[config.mk]
export PLATFORM = sky130hd
export DESIGN_NAME = classifier_feeder
export DESIGN_NICKNAME = d
export VERILOG_FILES = /design/src/rtl/classifier_pkg.sv /design/src/rtl/classifier_idx_counter.sv /design/src/rtl/classifier_feeder.sv
export SDC_FILE = /design/constraint.sdc
export NUM_CORES = 1
export LEC_CHECK = 0
export ABC_AREA = 1
export CAP_MARGIN = 10
export CORE_MARGIN = 2
export CORE_UTILIZATION = 60
export DETAILED_ROUTE_END_ITERATION = 16
export DONT_BUFFER_PORTS = 1
export GPL_TIMING_DRIVEN = 1
export PLACE_DENSITY = 0.76
export SYNTH_ARGS = -nofsm -noshare
export SYNTH_HDL_FRONTEND = slang
export SYNTH_SLANG_ARGS = --single-unit
[constraint.sdc]
create_clock -name clk -period 1.8 [get_ports clk]
set_clock_uncertainty 0.2 [all_clocks]
set_input_delay 0.09 -clock clk [delete_from_list [all_inputs] [get_ports clk]]
set_output_delay 0.09 -clock clk [all_outputs]
set_load 0.02 [all_outputs]
[src/rtl/classifier_pkg.sv]
// Shared types and default sizing for the classifier feeder: FSM state enum,
// int4/int8 data types and default feature/class counts.
package classifier_pkg;

    localparam int unsigned N_FEAT_DEF     = 16;
    localparam int unsigned N_CLASS_DEF    = 8;
    localparam int unsigned CLASS_BITS_DEF = 3;
    localparam int unsigned FEAT_BITS_DEF  = 4;

    typedef logic signed [3:0] int4_t;
    typedef logic signed [7:0] int8_t;

    typedef enum logic [1:0] {
        StIdle,
        StRun,
        StClose,
        StFinish
    } state_e;

endpackage

[src/rtl/classifier_idx_counter.sv]
// Nested feature/class index counter: f wraps at N_FEAT-1, c saturates at
// N_CLASS-1 and only returns to 0 through an explicit clear.
module classifier_idx_counter #(
    parameter int unsigned N_FEAT     = 16,
    parameter int unsigned N_CLASS    = 8,
    parameter int unsigned FEAT_BITS  = 4,
    parameter int unsigned CLASS_BITS = 3
) (
    input  logic                  clk,
    input  logic                  rst,
    input  logic                  clr_i,
    input  logic                  inc_f_i,
    input  logic                  inc_c_i,
    output logic [FEAT_BITS-1:0]  f_o,
    output logic [CLASS_BITS-1:0] c_o,
    output logic                  f_last_o,
    output logic                  c_last_o
);

    logic [FEAT_BITS-1:0]  f_q, f_d;
    logic [CLASS_BITS-1:0] c_q, c_d;

    assign f_last_o = (f_q == FEAT_BITS'(N_FEAT - 1));
    assign c_last_o = (c_q == CLASS_BITS'(N_CLASS - 1));
    assign f_o      = f_q;
    assign c_o      = c_q;

    always_comb begin
        f_d = f_q;
        c_d = c_q;
        if (clr_i) begin
            f_d = '0;
            c_d = '0;
        end else begin
            if (inc_f_i) begin
                f_d = f_last_o ? '0 : f_q + FEAT_BITS'(1);
            end
            if (inc_c_i && !c_last_o) begin
                c_d = c_q + CLASS_BITS'(1);
            end
        end
    end

    always_ff @(posedge clk or posedge rst) begin
        if (rst) begin
            f_q <= '0;
            c_q <= '0;
        end else begin
            f_q <= f_d;
            c_q <= c_d;
        end
    end

endmodule

[src/rtl/classifier_feeder.sv]
// Streams activation/weight pairs class by class into a downstream MAC/argmax.
// Optional zero-skipping of new_feat is enabled by CLASSIFIER_FEEDER_ZSKIP_EN.
module classifier_feeder
    import classifier_pkg::*;
#(
    parameter int unsigned N_FEAT     = N_FEAT_DEF,
    parameter int unsigned N_CLASS    = N_CLASS_DEF,
    parameter int unsigned CLASS_BITS = CLASS_BITS_DEF,
    parameter int unsigned FEAT_BITS  = FEAT_BITS_DEF
) (
    input  logic                            clk,
    input  logic                            rst,
    input  logic                            start,
    output logic                            act_rd_en,
    output logic [FEAT_BITS-1:0]            act_addr,
    input  int4_t                           act_data,
    output logic                            w_rd_en,
    output logic [CLASS_BITS+FEAT_BITS-1:0] w_addr,
    input  int8_t                           w_data,
    output int4_t                           x_int4,
    output int8_t                           w_int8,
    output logic                            new_feat,
    output logic                            new_class,
    output logic [CLASS_BITS-1:0]           class_id,
    output logic                            busy,
    output logic                            done
);

    localparam int unsigned AW = CLASS_BITS + FEAT_BITS;

    state_e                state_q, state_d;
    logic                  busy_q, busy_d;
    logic                  done_q, done_d;
    logic                  feat_q, feat_d;
    logic                  new_class_q, new_class_d;
    logic [CLASS_BITS-1:0] class_id_q, class_id_d;
    logic [AW-1:0]         w_addr_q, w_addr_d;

    logic [FEAT_BITS-1:0]  f_cnt;
    logic [CLASS_BITS-1:0] c_cnt;
    logic                  f_last, c_last;

    classifier_idx_counter #(
        .N_FEAT     (N_FEAT),
        .N_CLASS    (N_CLASS),
        .FEAT_BITS  (FEAT_BITS),
        .CLASS_BITS (CLASS_BITS)
    ) u_idx (
        .clk      (clk),
        .rst      (rst),
        .clr_i    (state_q == StFinish),
        .inc_f_i  (state_q == StRun),
        .inc_c_i  (state_q == StClose),
        .f_o      (f_cnt),
        .c_o      (c_cnt),
        .f_last_o (f_last),
        .c_last_o (c_last)
    );

    always_comb begin
        state_d     = state_q;
        busy_d      = busy_q;
        done_d      = 1'b0;
        new_class_d = 1'b0;
        class_id_d  = class_id_q;
        w_addr_d    = w_addr_q;
        feat_d      = (state_q == StRun);
        case (state_q)
            StIdle: begin
                // The done cycle is spent in IDLE; start is not taken there.
                if (start && !done_q) begin
                    state_d = StRun;
                    busy_d  = 1'b1;
                end
            end
            StRun: begin
                w_addr_d = w_addr_q + AW'(1);
                if (f_last) begin
                    state_d = StClose;
                end
            end
            StClose: begin
                new_class_d = 1'b1;
                class_id_d  = c_cnt;
                state_d     = c_last ? StFinish : StRun;
            end
            StFinish: begin
                done_d   = 1'b1;
                busy_d   = 1'b0;
                w_addr_d = '0;
                state_d  = StIdle;
            end
            default: state_d = StIdle;
        endcase
    end

    always_ff @(posedge clk or posedge rst) begin
        if (rst) begin
            state_q     <= StIdle;
            busy_q      <= 1'b0;
            done_q      <= 1'b0;
            feat_q      <= 1'b0;
            new_class_q <= 1'b0;
            class_id_q  <= '0;
            w_addr_q    <= '0;
        end else begin
            state_q     <= state_d;
            busy_q      <= busy_d;
            done_q      <= done_d;
            feat_q      <= feat_d;
            new_class_q <= new_class_d;
            class_id_q  <= class_id_d;
            w_addr_q    <= w_addr_d;
        end
    end

    assign act_rd_en = (state_q == StRun);
    assign w_rd_en   = (state_q == StRun);
    assign act_addr  = f_cnt;
    assign w_addr    = w_addr_q;
    assign busy      = busy_q;
    assign done      = done_q;
    assign new_class = new_class_q;
    assign class_id  = class_id_q;

    // Data is only presented while a read result is on the bus.
    assign x_int4 = feat_q ? act_data : '0;
    assign w_int8 = feat_q ? w_data : '0;

`ifdef CLASSIFIER_FEEDER_ZSKIP_EN
    assign new_feat = feat_q && (act_data != '0);
`else
    assign new_feat = feat_q;
`endif

endmodule

## After elaboration in Yosys (flattened, before gate mapping)

Index checks and enable logic that the tools add are counted.

- Register bits after elaboration: 23
- Input bits: 15
- Output and inout bits: 32
- Logic and storage cells: 45

- Add/sub/neg operators: 3
- Equality and inequality tests: 7
- Muxes and demuxes: 16
- Reductions and logical operators: 10

Operators with widths:

| kind | number |
|---|---|
| two-way mux 4 bit | 4 |
| case mux 7 bit (2 select lines) | 1 |
| two-way mux 8 bit | 1 |
| case mux 2 bit (4 select lines) | 1 |
| adder 7 x 1 -> 7 bit (second input constant) | 1 |
| two-way mux 2 bit | 3 |
| two-way mux 3 bit | 2 |
| nonzero test 2 bit | 3 |
| adder 4 x 1 -> 4 bit (second input constant) | 1 |
| equality test 2 bit (second input constant) | 2 |
| equality test 4 bit (second input constant) | 1 |
| AND reduction 2 bit | 2 |
| adder 3 x 1 -> 3 bit (second input constant) | 1 |
| equality test 3 bit (second input constant) | 1 |
| two-way mux 1 bit | 3 |
| equality test 2 x 1 -> 1 bit (second input constant) | 1 |
| logical AND 1 bit | 2 |
| zero test 1 bit | 2 |
| zero test 2 bit | 1 |
| != test 2 x 1 -> 1 bit (second input constant) | 1 |
| != test 2 bit (second input constant) | 1 |
| case mux 1 bit (2 select lines) | 1 |

## Logic depth before layout (Yosys ltp)

Gate-level depths: netlist (run 1).

- Depth after elaboration: 5
- Depth in mapped cells: 6
- Depth with buffers taken out: 6

## By module

From an unflattened synthesis (run 1), not the netlist that was laid out.

- Cell total of the unflattened synthesis: 149
- Area total of the unflattened synthesis: 1166.1 µm²

By module, submodules not included:

| module | instances | cells each | area an instance (µm²) | sequential area each (µm²) |
|---|---|---|---|---|
| classifier_feeder | 1 | 104 | 793.3 | 400.4 |
| classifier_idx_counter | 1 | 45 | 372.9 | 175.2 |

## Worst setup path after synthesis (run 1)

OpenSTA, ideal clock, no wires.

- Kind: reg-to-reg
- Start: reg w_addr_q[0] (netlist: w_addr[0])
- End: reg w_addr_q[6] (netlist: w_addr[6])
- Library setup time: 0.119 ns
- Data arrival time: 1.112 ns
- Data required time: 1.481 ns
- Setup slack: 0.369 ns
- Cell stages (with the launch flop): 7
- Buffers on the path: 0
- Clock period less this slack: 1.431 ns
- Path through: dfrtp_1 > ha_1 > nand2_2 > nor2_1 > nand3_1 > nand2_1 > nor2_1

- Word-level cells in the longest chain between the ends: 2

Ends and longest elaborated chain:

| element | line | text |
|---|---|---|
| from (decl) | classifier_feeder.sv:37 | `logic [AW-1:0] w_addr_q, w_addr_d;` |
| from (signal assigned) | classifier_feeder.sv:113 | `w_addr_q <= w_addr_d;` |
| adder 7 x 1 -> 7 bit | classifier_feeder.sv:77 | `w_addr_d = w_addr_q + AW'(1);` |
| case mux 7 bit (2 select lines) | classifier_feeder.sv:68 | `case (state_q)` |

Every way passes these cells.
A chain may end at the register's enable or synchronous reset.

## Final worst setup path (run 1)

- Start: reg feat_q (netlist: new_feat)
- End: out x_int4[2]

- Word-level cells in the longest chain between the ends: 1

Ends and longest elaborated chain:

| element | line | text |
|---|---|---|
| from (decl) | classifier_feeder.sv:34 | `logic feat_q, feat_d;` |
| from (signal assigned) | classifier_feeder.sv:110 | `feat_q <= feat_d;` |
| two-way mux 4 bit | classifier_feeder.sv:127 | `assign x_int4 = feat_q ? act_data : '0;` |
| to (decl) | classifier_feeder.sv:20 | `output int4_t x_int4,` |

Every way passes these cells.

==> results.md, run 1 <==
- Die Y: between 40 and 50 um
- Worst Tran Pin Value: 0.490 ns
- Syn avg cell area: 8.28 um2
- Critical Path AT: ~1.3 ns
- I/O pin count: 47
- Clock tree root buffer cell: clkbuf_4
- Worst path max stage delay: 0.67 ns
- Share of power burned in registers: 0.647
- Worst min path class: input pin to async pin
- Vias in the first global route: 812
- Avg WL per Cell: 12.7 um
- Final setup vio count: 0
- Busiest grt layer: met2
- R2r startpoint: state_q[0]$_DFFE_PP0P_
- Post-synthesis sequential area ratio: 0.500
- Post-cts sizing count: 0
- Routed vias/inst: 5.34
- H-tree levels: 1
- Slew headroom: 0.673
- GP Congestion: 0.795
- Total core area: about 0.0018 mm2
- Crit-path cells: nand2_1 -> inv_1
- Setup bufs post-CTS: 0
- N_diodes: 0
- Number of max-cap violations: 0
- Remaining DRCs: 0
- Grt met3 use: 0.0566
- CTS tree: done
- Final period util: 0.874
- Status: completed
- Ys Warns: 0
- Port bufs: 0
- Leak Pwr: 0.725 nW
- Critical path buffer and inverter count: 1
- HPWL after DPL: 1.65 mm
- Cells after DPL: 165
- Storage element area: between 500 and 600 um2
- Initial antenna violation count: 0
- M1 GR Usage: 0.265
- Layout Utilization: 0.704
- Mapped Area: 0.00115 mm2
- TritonRoute pass-1 iters: 4
- Commonest non-fill, non-tap cell in the layout: nand2_1
- Layout cell share with drive strength beyond 1: 0.137
- Worst-path clk slew: about 0.12 ns
- CP max FO: 13
- CTS Buf Count: 3
- Reg2reg path depth: 5
- Cell Int Power: 0.610 mW
- Multi-input gate area: 453 um2
- Final total power: between 0.7 and 0.8 mW
- Starting Density: 0.652
- R2R setup slack: 0.33 ns
- Clock sink count: 23
- Nets: 166
- Critical path endpoint category: output port
- Grt ovf: 0
- Sw Ratio: 0.236
- Most frequent cells in the layout: nand2_1, inv_1, dfrtp_1
- Final Hold Viols: 0
- Required @ worst endpoint: 1.51 ns
- Hold-fix buffers, CTS: 2
- Fin Setup TNS: 0 ns
- DR vias: slightly above 900
- Top-area cell type share of the netlist area: 0.500
- Clock Tree Buf Depth: 2
- Initial DRC Count: 10
- Fin cells: 171
- Chip Width: 47.8 um
- Clk Latency, worst-skew pair: 0.31 ns
- Tmin final: 1.57 ns
- NetSw: between 0.15 and 0.2 mW
- DP Worst Slack: 0.356 ns
- Unique masters post-synth: 22
- Combinational Power Share: 0.060
- Max VDD drop: approximately 0.00045 V
- First-pass GRT wire length: around 3.4 mm
- Remaining antenna violation count: 0
- Slowest stage cell, crit path: dfrtp_1
- Startpoint Class: register
- RSZ-0062 raised after global routing: no
- WL final: roughly 2.2 mm
- PnR worst setup slack: 0.227 ns
- Delay-heaviest family, CP: flip-flops
- Area growth syn-to-layout: 7.83%
- Crit Path Class: register to output port
- Fillcell total: 162
- Row count: 15
- Die area: about 0.0023 mm2
- Top post-synthesis cells by area: dfrtp_1, nand2_1, inv_1
- Syn_nets: around 160
- Clock power share: 0.294
- Post-Syn Instances: about 140
- Global Route met2 Usage: 0.368
- Largest net degree at the start of global routing: 24
- Yosys top cell by area: dfrtp_1
- Maximum clock rate: 0.636 GHz
- Power Density: 643 mW/mm2
- R2r endpoint: state_q[1]$_DFFE_PP0P_
- Synth Register Bits: 23
- Global Route Usage Sum: 0.218
- Pins over their slew limit: 0
-- worst reg2reg max path, stage by stage (launching register included) --
cell	delay (ns)
dfrtp_1	0.57
inv_4	0.13
nor2_8	0.26
nand2_4	0.10
nand2_1	0.08
inv_1	0.04
-- kinds of logic (layout without fill, tap and decap cells) --
logic type / Yosys count / count (layout) / synth area share
AND/OR/NAND/NOR: 62 / 62 / 0.247
buffers and inverters: 31 / 38 / 0.107
flip-flops: 23 / 23 / 0.500
AO/OA/AOI/OAI: 19 / 19 / 0.103
adder cells (fa/ha/maj): 4 / 4 / 0.0435
-- layer usage --
layer  part of all wire  wire length (um)
met2               0.52              1130
met5                  0                 0
met1               0.42               906
met4              0.012                27
met3              0.049               106
-- metrics by stage --
step                hold slack [ns]  instance area (um2)
global route                 0.0734                 1240
floorplan                    -0.108                 1150
global placement             -0.166                 1190
finish                       0.0598                 1240
CTS                          0.0606                 1240
detailed placement           -0.157                 1190
-- registers in the layout (all words and copies together) (netlist names) --
register and flops:
busy 1, class_id 3, done 1, new_class 1, new_feat 1, state_q 2, u_idx.c_o 3, u_idx.f_o 4
w_addr 7
-- power groups by stage --
stage / Clock, mW / Sequential [mW] / Combinational, mW
3_5_place_dp: 0 / 0.526 / 0.0448
2_1_floorplan: 0 / 0.526 / 0.0382
4_1_cts: 0.243 / 0.517 / 0.0484
3_3_place_gp: 0 / 0.526 / 0.0443
6_report: 0.234 / 0.517 / 0.0476
5_1_grt: 0.268 / 0.517 / 0.0545
-- cell type report --
cell class / instances / area share
clock inverter: 1 / 0.00403
multi-input combinational: 85 / 0.365
inverter: 29 / 0.0897
clock buffer: 3 / 0.0181
tap: 25 / 0.0252
timing repair buffer: 5 / 0.0343
sequential: 23 / 0.464
-- worst max path at each step --
stage                        startpoint                     end  slack, ns  cells past startpoint
2_1_floorplan     w_addr[0]$_DFFE_PP0P_   w_addr[6]$_DFFE_PP0P_       0.37                      6
3_3_place_gp   u_idx.f_o[0]$_DFFE_PP0P_  state_q[0]$_DFFE_PP0P_       0.39                      4
3_5_place_dp     state_q[0]$_DFFE_PP0P_  state_q[1]$_DFFE_PP0P_       0.36                      5
4_1_cts              new_feat$_DFF_PP0_               x_int4[2]       0.21                      2
5_1_grt              new_feat$_DFF_PP0_               w_int8[1]       0.11                      2
6_report             new_feat$_DFF_PP0_               x_int4[2]       0.23                      2
-- cells in the mapped netlist --
| library cell | count |
|---|---|
| a21oi_1 | 4 |
| a22o_2 | 2 |
| a22oi_1 | 1 |
| buf_4 | 1 |
| clkbuf_1 | 1 |
| dfrtp_1 | 23 |
| ha_1 | 4 |
| inv_1 | 25 |
| inv_2 | 3 |
| inv_4 | 1 |
| nand2_1 | 34 |
| nand2_2 | 1 |
| nand2_4 | 1 |
| nand3_1 | 8 |
| nand4_1 | 2 |
| nor2_1 | 12 |
| nor2_4 | 1 |
| nor2_8 | 1 |
| nor3_1 | 2 |
| o21ai_0 | 8 |
| o21ai_1 | 1 |
| o21ai_2 | 3 |
(Power assumes the default switching activity.)
==> run 2: changes to the inputs <==
--- a/config.mk
+++ b/config.mk
@@ -7,6 +7,7 @@
 export LEC_CHECK = 0
 export ABC_AREA = 1
 export CAP_MARGIN = 10
+export CORE_ASPECT_RATIO = 0.9
 export CORE_MARGIN = 2
 export CORE_UTILIZATION = 60
 export DETAILED_ROUTE_END_ITERATION = 16
==> run 2 against run 1 <==
Worst hold slack lost 0.0073 ns. Final cell count stayed put. Highest routed layer unchanged. Sequential power about the same. Fmax down 0.28%. Clock-buffer cell count stayed put. Critical path depth unchanged. Core utilization down 3.6 points. First-iteration DRC count is 40% higher. Setup slack got worse by 0.0045 ns. Register-to-register slack worse by 0.03 ns. Largest power group unchanged.
==> results.md, run 2 (synthesized netlist as in run 1, its figures left out) <==
- Row count: 15
- Slowest stage cell, crit path: dfrtp_1
- DR vias: 910
- Crit-path cells: inv_4 -> nor2_8
- Reg2reg path depth: 4
- Remaining DRCs: 0
- Combinational Power Share: 0.061
- Grt ovf: 0
- Number of max-cap violations: 0
- Max VDD drop: 0.000472 V
- Cell Int Power: 0.609 mW
- Global Route Usage Sum: 0.218
- Storage element area: between 500 and 600 um2
- NetSw: 0.189 mW
- Worst-path clk slew: 0.13 ns
- Share of power burned in registers: 0.647
- Clock power share: 0.293
- Routed vias/inst: 5.32
- CP max FO: 10
- Delay-heaviest family, CP: flip-flops
- Worst Tran Pin Value: just under 0.5 ns
- Leak Pwr: roughly 0.73 nW
- Total core area: 0.00186 mm2
- Largest net degree at the start of global routing: 24
- Nets: between 150 and 200
- Clock Tree Buf Depth: 2
- Avg WL per Cell: 13.4 um
- CTS tree: done
- N_diodes: 0
- Final period util: 0.876
- Maximum clock rate: approximately 0.63 GHz
- Post-cts sizing count: 0
- H-tree levels: 1
- Final setup vio count: 0
- Sw Ratio: 0.237
- Initial antenna violation count: 0
- Commonest non-fill, non-tap cell in the layout: nand2_1
- Critical Path AT: ~1.3 ns
- Worst path max stage delay: 0.58 ns
- Chip Width: approximately 50 um
- Tmin final: 1.58 ns
- CP Launch Point: state_q[0]$_DFFE_PP0P_
- DP Worst Slack: 0.317 ns
- Clk Latency, worst-skew pair: 0.30 ns
- WL final: 2.28 mm
- CTS Buf Count: 3
- Max FFs per register: 7
- Status: completed
- Final Hold Viols: 0
- Fillcell total: 151
- Remaining antenna violation count: 0
- Crit path depth: 2
- Initial DRC Count: 14
- Layout cell share with drive strength beyond 1: 0.137
- First-pass GRT wire length: between 3 and 4 mm
- Fin area: 0.00124 mm2
- Multi-input gate area: 453 um2
- Clock tree root buffer cell: clkbuf_4
- Starting Density: 0.620
- Dpl cell area: 0.00119 mm2
- GP Congestion: 0.743
- HPWL after DPL: 1.81 mm
- Clock sink count: 23
- Startpoint Class: register
- Most frequent cells in the layout: nand2_1, inv_1, dfrtp_1
- PnR worst setup slack: 0.223 ns
- Pins over their slew limit: 0
- Crit Path Class: register to output port
- Fin Setup TNS: 0 ns
- Slew headroom: 0.672
- Die Y: 45.6 um
- I/O pin count: between 40 and 50
- Critical path buffer and inverter count: 1
- Worst min path class: input pin to async pin
- Area growth syn-to-layout: 7.83%
- TritonRoute pass-1 iters: 4
- Hold_ws: 0.0526 ns
- RSZ-0062 raised after global routing: no
- Power Density: 644 mW/mm2
- Critical path endpoint category: output port
- Vias in the first global route: 854
- Required @ worst endpoint: 1.51 ns
- R2r startpoint: u_idx.c_o[0]$_DFFE_PP0P_
- Die area: approximately 0.0023 mm2
- Port bufs: 0
==> run 2: area by class of cell <==
type,instances,share of cell area
clock inverters,1,0.00403
clock buffers,3,0.0181
flip-flops and latches,23,0.464
repair buffers,5,0.0343
well taps,25,0.0252
multi-input cells,85,0.365
inverters,29,0.0897
==> run 2: power by group through the flow <==
| stage | Clock (mW) | Combinational [mW] | Sequential [mW] |
|---|---|---|---|
| 3_3_place_gp | 0 | 0.0462 | 0.526 |
| 6_report | 0.234 | 0.0485 | 0.517 |
| 5_1_grt | 0.258 | 0.0536 | 0.517 |
| 4_1_cts | 0.238 | 0.0499 | 0.517 |
| 2_1_floorplan | 0 | 0.0382 | 0.526 |
| 3_5_place_dp | 0 | 0.0465 | 0.526 |
==> run 2: worst min-delay path, stage by stage <==
cell and delay, ns:
dlygate4sd3_1 0.54, inv_1 0.06, buf_4 0.28
==> run 2: layer usage <==
metal	global-route usage	part of all wire
met5	0	0
met3	0.0461	0.064
met2	0.426	0.53
met1	0.245	0.40
met4	0.0500	0.0066
==> run 2: through the flow <==
stage / utilization / power (mW) / std cells
6_report: 0.668 / 0.799 / 171
2_1_floorplan: - / 0.565 / 139
3_3_place_gp: 0.642 / 0.573 / 165
3_5_place_dp: 0.642 / 0.573 / 165
5_1_grt: 0.668 / 0.828 / 171
4_1_cts: 0.668 / 0.805 / 171
==> run 2: what timing repair did <==
action	4_1_cts	5_1_grt
setup endpoints to repair	0	0
hold buffers	2	0
hold endpoints to repair	25	0
buffers inserted	0	0
==> run 2: path summary, 6_finish.rpt <==
| path | to | slack (ns) |
|---|---|---|
| hold reg to reg | class_id[0]$_DFFE_PP0P_ | 0.41 |
| setup reg to reg | u_idx.c_o[1]$_DFFE_PP0P_ | 0.30 |
| min in group clk | w_int8[6] | 0.12 |
| hold / removal | u_idx.c_o[2]$_DFFE_PP0P_ | 0.05 |
| setup / recovery | act_rd_en | 0.22 |
| max in group asynchronous | class_id[2]$_DFFE_PP0P_ | 1.12 |
==> run 3: changes to the inputs <==
--- a/config.mk
+++ b/config.mk
@@ -5,7 +5,6 @@
 export SDC_FILE = /design/constraint.sdc
 export NUM_CORES = 1
 export LEC_CHECK = 0
-export ABC_AREA = 1
 export CAP_MARGIN = 10
 export CORE_ASPECT_RATIO = 0.9
 export CORE_MARGIN = 2
==> run 3 against run 2 <==
Clock power about the same. Clock-buffer cell count did not move. Sequential share of layout area up 2.1 points. Final area shrank 4.0%. Sequential power about the same. Worst hold slack worse by 0.0092 ns. Highest routed layer unchanged. Critical path type unchanged. Largest cell class unchanged.
==> results.md, run 3 <==
- Row count: 14
- Post-synth EDFFs: 0
- Nets: 128
- WL final: just over 2 mm
- DP Worst Slack: 0.192 ns
- Chip Width: 49.3 um
- CTS Buf Count: 3
- Dpl cell area: 0.00114 mm2
- Global Route Usage Sum: 0.210
- Slew headroom: 0.718
- Syn avg cell area: 11.0 um2
- First-pass GRT wire length: 3.42 mm
- Remaining antenna violation count: 0
- GP Congestion: around 0.74
- Adder-cell share of the synthesized area: 0.0451
- Worst-path clk slew: 0.12 ns
- Number of max-cap violations: 0
- Routed vias/inst: 5.91
- Area growth syn-to-layout: 7.45%
- Post-Syn Instances: 101
- Final period util: 0.929
- Vias in the first global route: 737
- Max VDD drop: 0.000502 V
- Synth Area in Compound Gates: 0.113
- I/O pin count: 47
- Synth Register Bits: 23
- CP Launch Point: state_q[1]$_DFFE_PP0P_
- Grt ovf: 0
- Most used DFF post-synth: dfrtp_1
- Post-Synth XOR/XNOR Area: 0
- Final Hold Viols: 0
- Top-area cell type share of the netlist area: 0.519
- Status: completed
- Largest family of logic cells by synthesized area: simple AND/OR/NAND/NOR gates
- Clock sink count: 23
- N_diodes: 0
- Ys Warns: 0
- Initial DRC Count: 9
- Leak Pwr: 0.575 nW
- CTS tree: done
- Reg2reg path depth: 5
- Maximum clock rate: 0.598 GHz
- R2r endpoint: u_idx.c_o[0]$_DFFE_PP0P_
- Clock Tree Buf Depth: 2
- Die area: 0.00221 mm2
- Layout cell share with drive strength beyond 1: 0.148
- Remaining DRCs: 0
- Avg WL per Cell: 15.7 um
- Worst Tran Pin Value: 0.422 ns
- H-tree levels: 1
- Post-synthesis sequential area ratio: 0.519
- Most frequent cells in the layout: dfrtp_1, and2_1, nand2_1
- Yosys top cell by area: dfrtp_1
- Most common cell in the netlist: dfrtp_1
- CP max FO: 7
- Port bufs: 0
- Final setup vio count: 0
- Clock tree root buffer cell: clkbuf_4
- Critical path endpoint category: output port
- Startpoint Class: register
- Syn_nets: 120
- Fin area: 0.00119 mm2
- Clk Latency, worst-skew pair: 0.31 ns
- Starting Density: 0.652
- Post-synth ARST share: 1.00
- PnR worst setup slack: 0.127 ns
- Critical Path AT: 1.38 ns
- Simple-gate area share of the yosys netlist: 0.188
- Die Y: 44.8 um
- Final total power: 0.798 mW
- Commonest non-fill, non-tap cell in the layout: dfrtp_1
- Max FFs per register: 7
- R2R setup slack: 0.17 ns
- Required @ worst endpoint: about 1.5 ns
- TritonRoute pass-1 iters: 4
- Unique masters post-synth: 23
- Setup bufs post-CTS: 0
- Post-synth top cells: dfrtp_1, and2_1, nand2_1
- Crit Path Class: register to output port
- Mux contribution to synthesized area: 0.0767
- Worst min path class: input pin to async pin
- RSZ-0062 raised after global routing: no
- HPWL after DPL: ~1.6 mm
- R2r startpoint: u_idx.c_o[0]$_DFFE_PP0P_
- Largest net degree at the start of global routing: 24
- Power Density: between 600 and 700 mW/mm2
- Tmin final: 1.67 ns
- Fin Setup TNS: 0 ns
- Top post-synthesis cells by area: dfrtp_1, and2_1, ha_1
- Initial antenna violation count: 0
- DR vias: 780
- Mapped Area: 0.00111 mm2
- Pins over their slew limit: 0
- Total core area: 0.00170 mm2
==> run 3: cell count changes in the layout (fill, tap and decap cells not counted), moves of 4 or more <==
cell,before,now
mux2_2,0,4
nor2_1,12,1
nor2b_1,0,4
and2_1,0,12
mux2i_1,0,4
a22o_1,0,5
inv_1,25,6
nand2_1,34,7
==> run 3: worst max path at each step <==
stage / endpoint / slack [ns] / depth (start not counted)
2_1_floorplan: w_addr[6]$_DFFE_PP0P_ / 0.23 / 4
3_3_place_gp: class_id[1]$_DFFE_PP0P_ / 0.25 / 2
5_1_grt: w_rd_en / 0.01 / 3
6_report: w_rd_en / 0.13 / 3
4_1_cts: w_rd_en / 0.04 / 3
3_5_place_dp: u_idx.c_o[0]$_DFFE_PP0P_ / 0.19 / 5
==> run 3: cell type report <==
class / count / area (um2)
Sequential cell: 23 / 577
Fill cell: 132 / 508
Multi-Input combinational cell: 67 / 469
Timing Repair Buffer: 8 / 65.1
Tap cell: 24 / 30.0
Clock buffer: 3 / 22.5
Inverter: 6 / 22.5
Clock inverter: 1 / 5.00
==> run 3: timing repair <==
item,in CTS,in global routing
hold buffers,2,0
hold endpoints to repair,25,0
endpoints found under the setup margin,0,2
resized for setup,0,1
==> run 3: per-layer routing <==
metal,vias to the layer above,routed length (um),track usage
met4,0,29,0.114
met1,379,881,0.258
met2,29,1040,0.338
li1,368,-,-
met3,4,121,0.0662
met5,-,0,0
==> run 3: through the flow <==
stage                     cells  hold slack, ns   util
after floorplan             101          -0.108      -
after global placement      126          -0.167  0.672
after detailed placement    126          -0.166  0.672
after CTS                   132          0.0380  0.700
after global routing        132          0.0743  0.701
final                       132          0.0434  0.701
==> run 3: kinds of logic after synthesis <==
group | after synthesis
compound gates | 18
mux | 8
fa+ha+maj | 4
simple gates | 37
flops | 23
buf+inv | 11
==> run 3: worst max-delay path, cell delays in order (launching register included) <==
cell	delay, ns
dfrtp_1	0.46
nand2b_1	0.25
inv_1	0.19
buf_4	0.18
==> run 3: where the power goes <==
| part | internal [mW] | switching, mW | leakage [nW] |
|---|---|---|---|
| clock network | 0.0830 | 0.153 | 0.0177 |
| logic | 0.0123 | 0.0333 | 0.298 |
| registers | 0.517 | 0 | 0.259 |
| total | 0.612 | 0.186 | 0.575 |
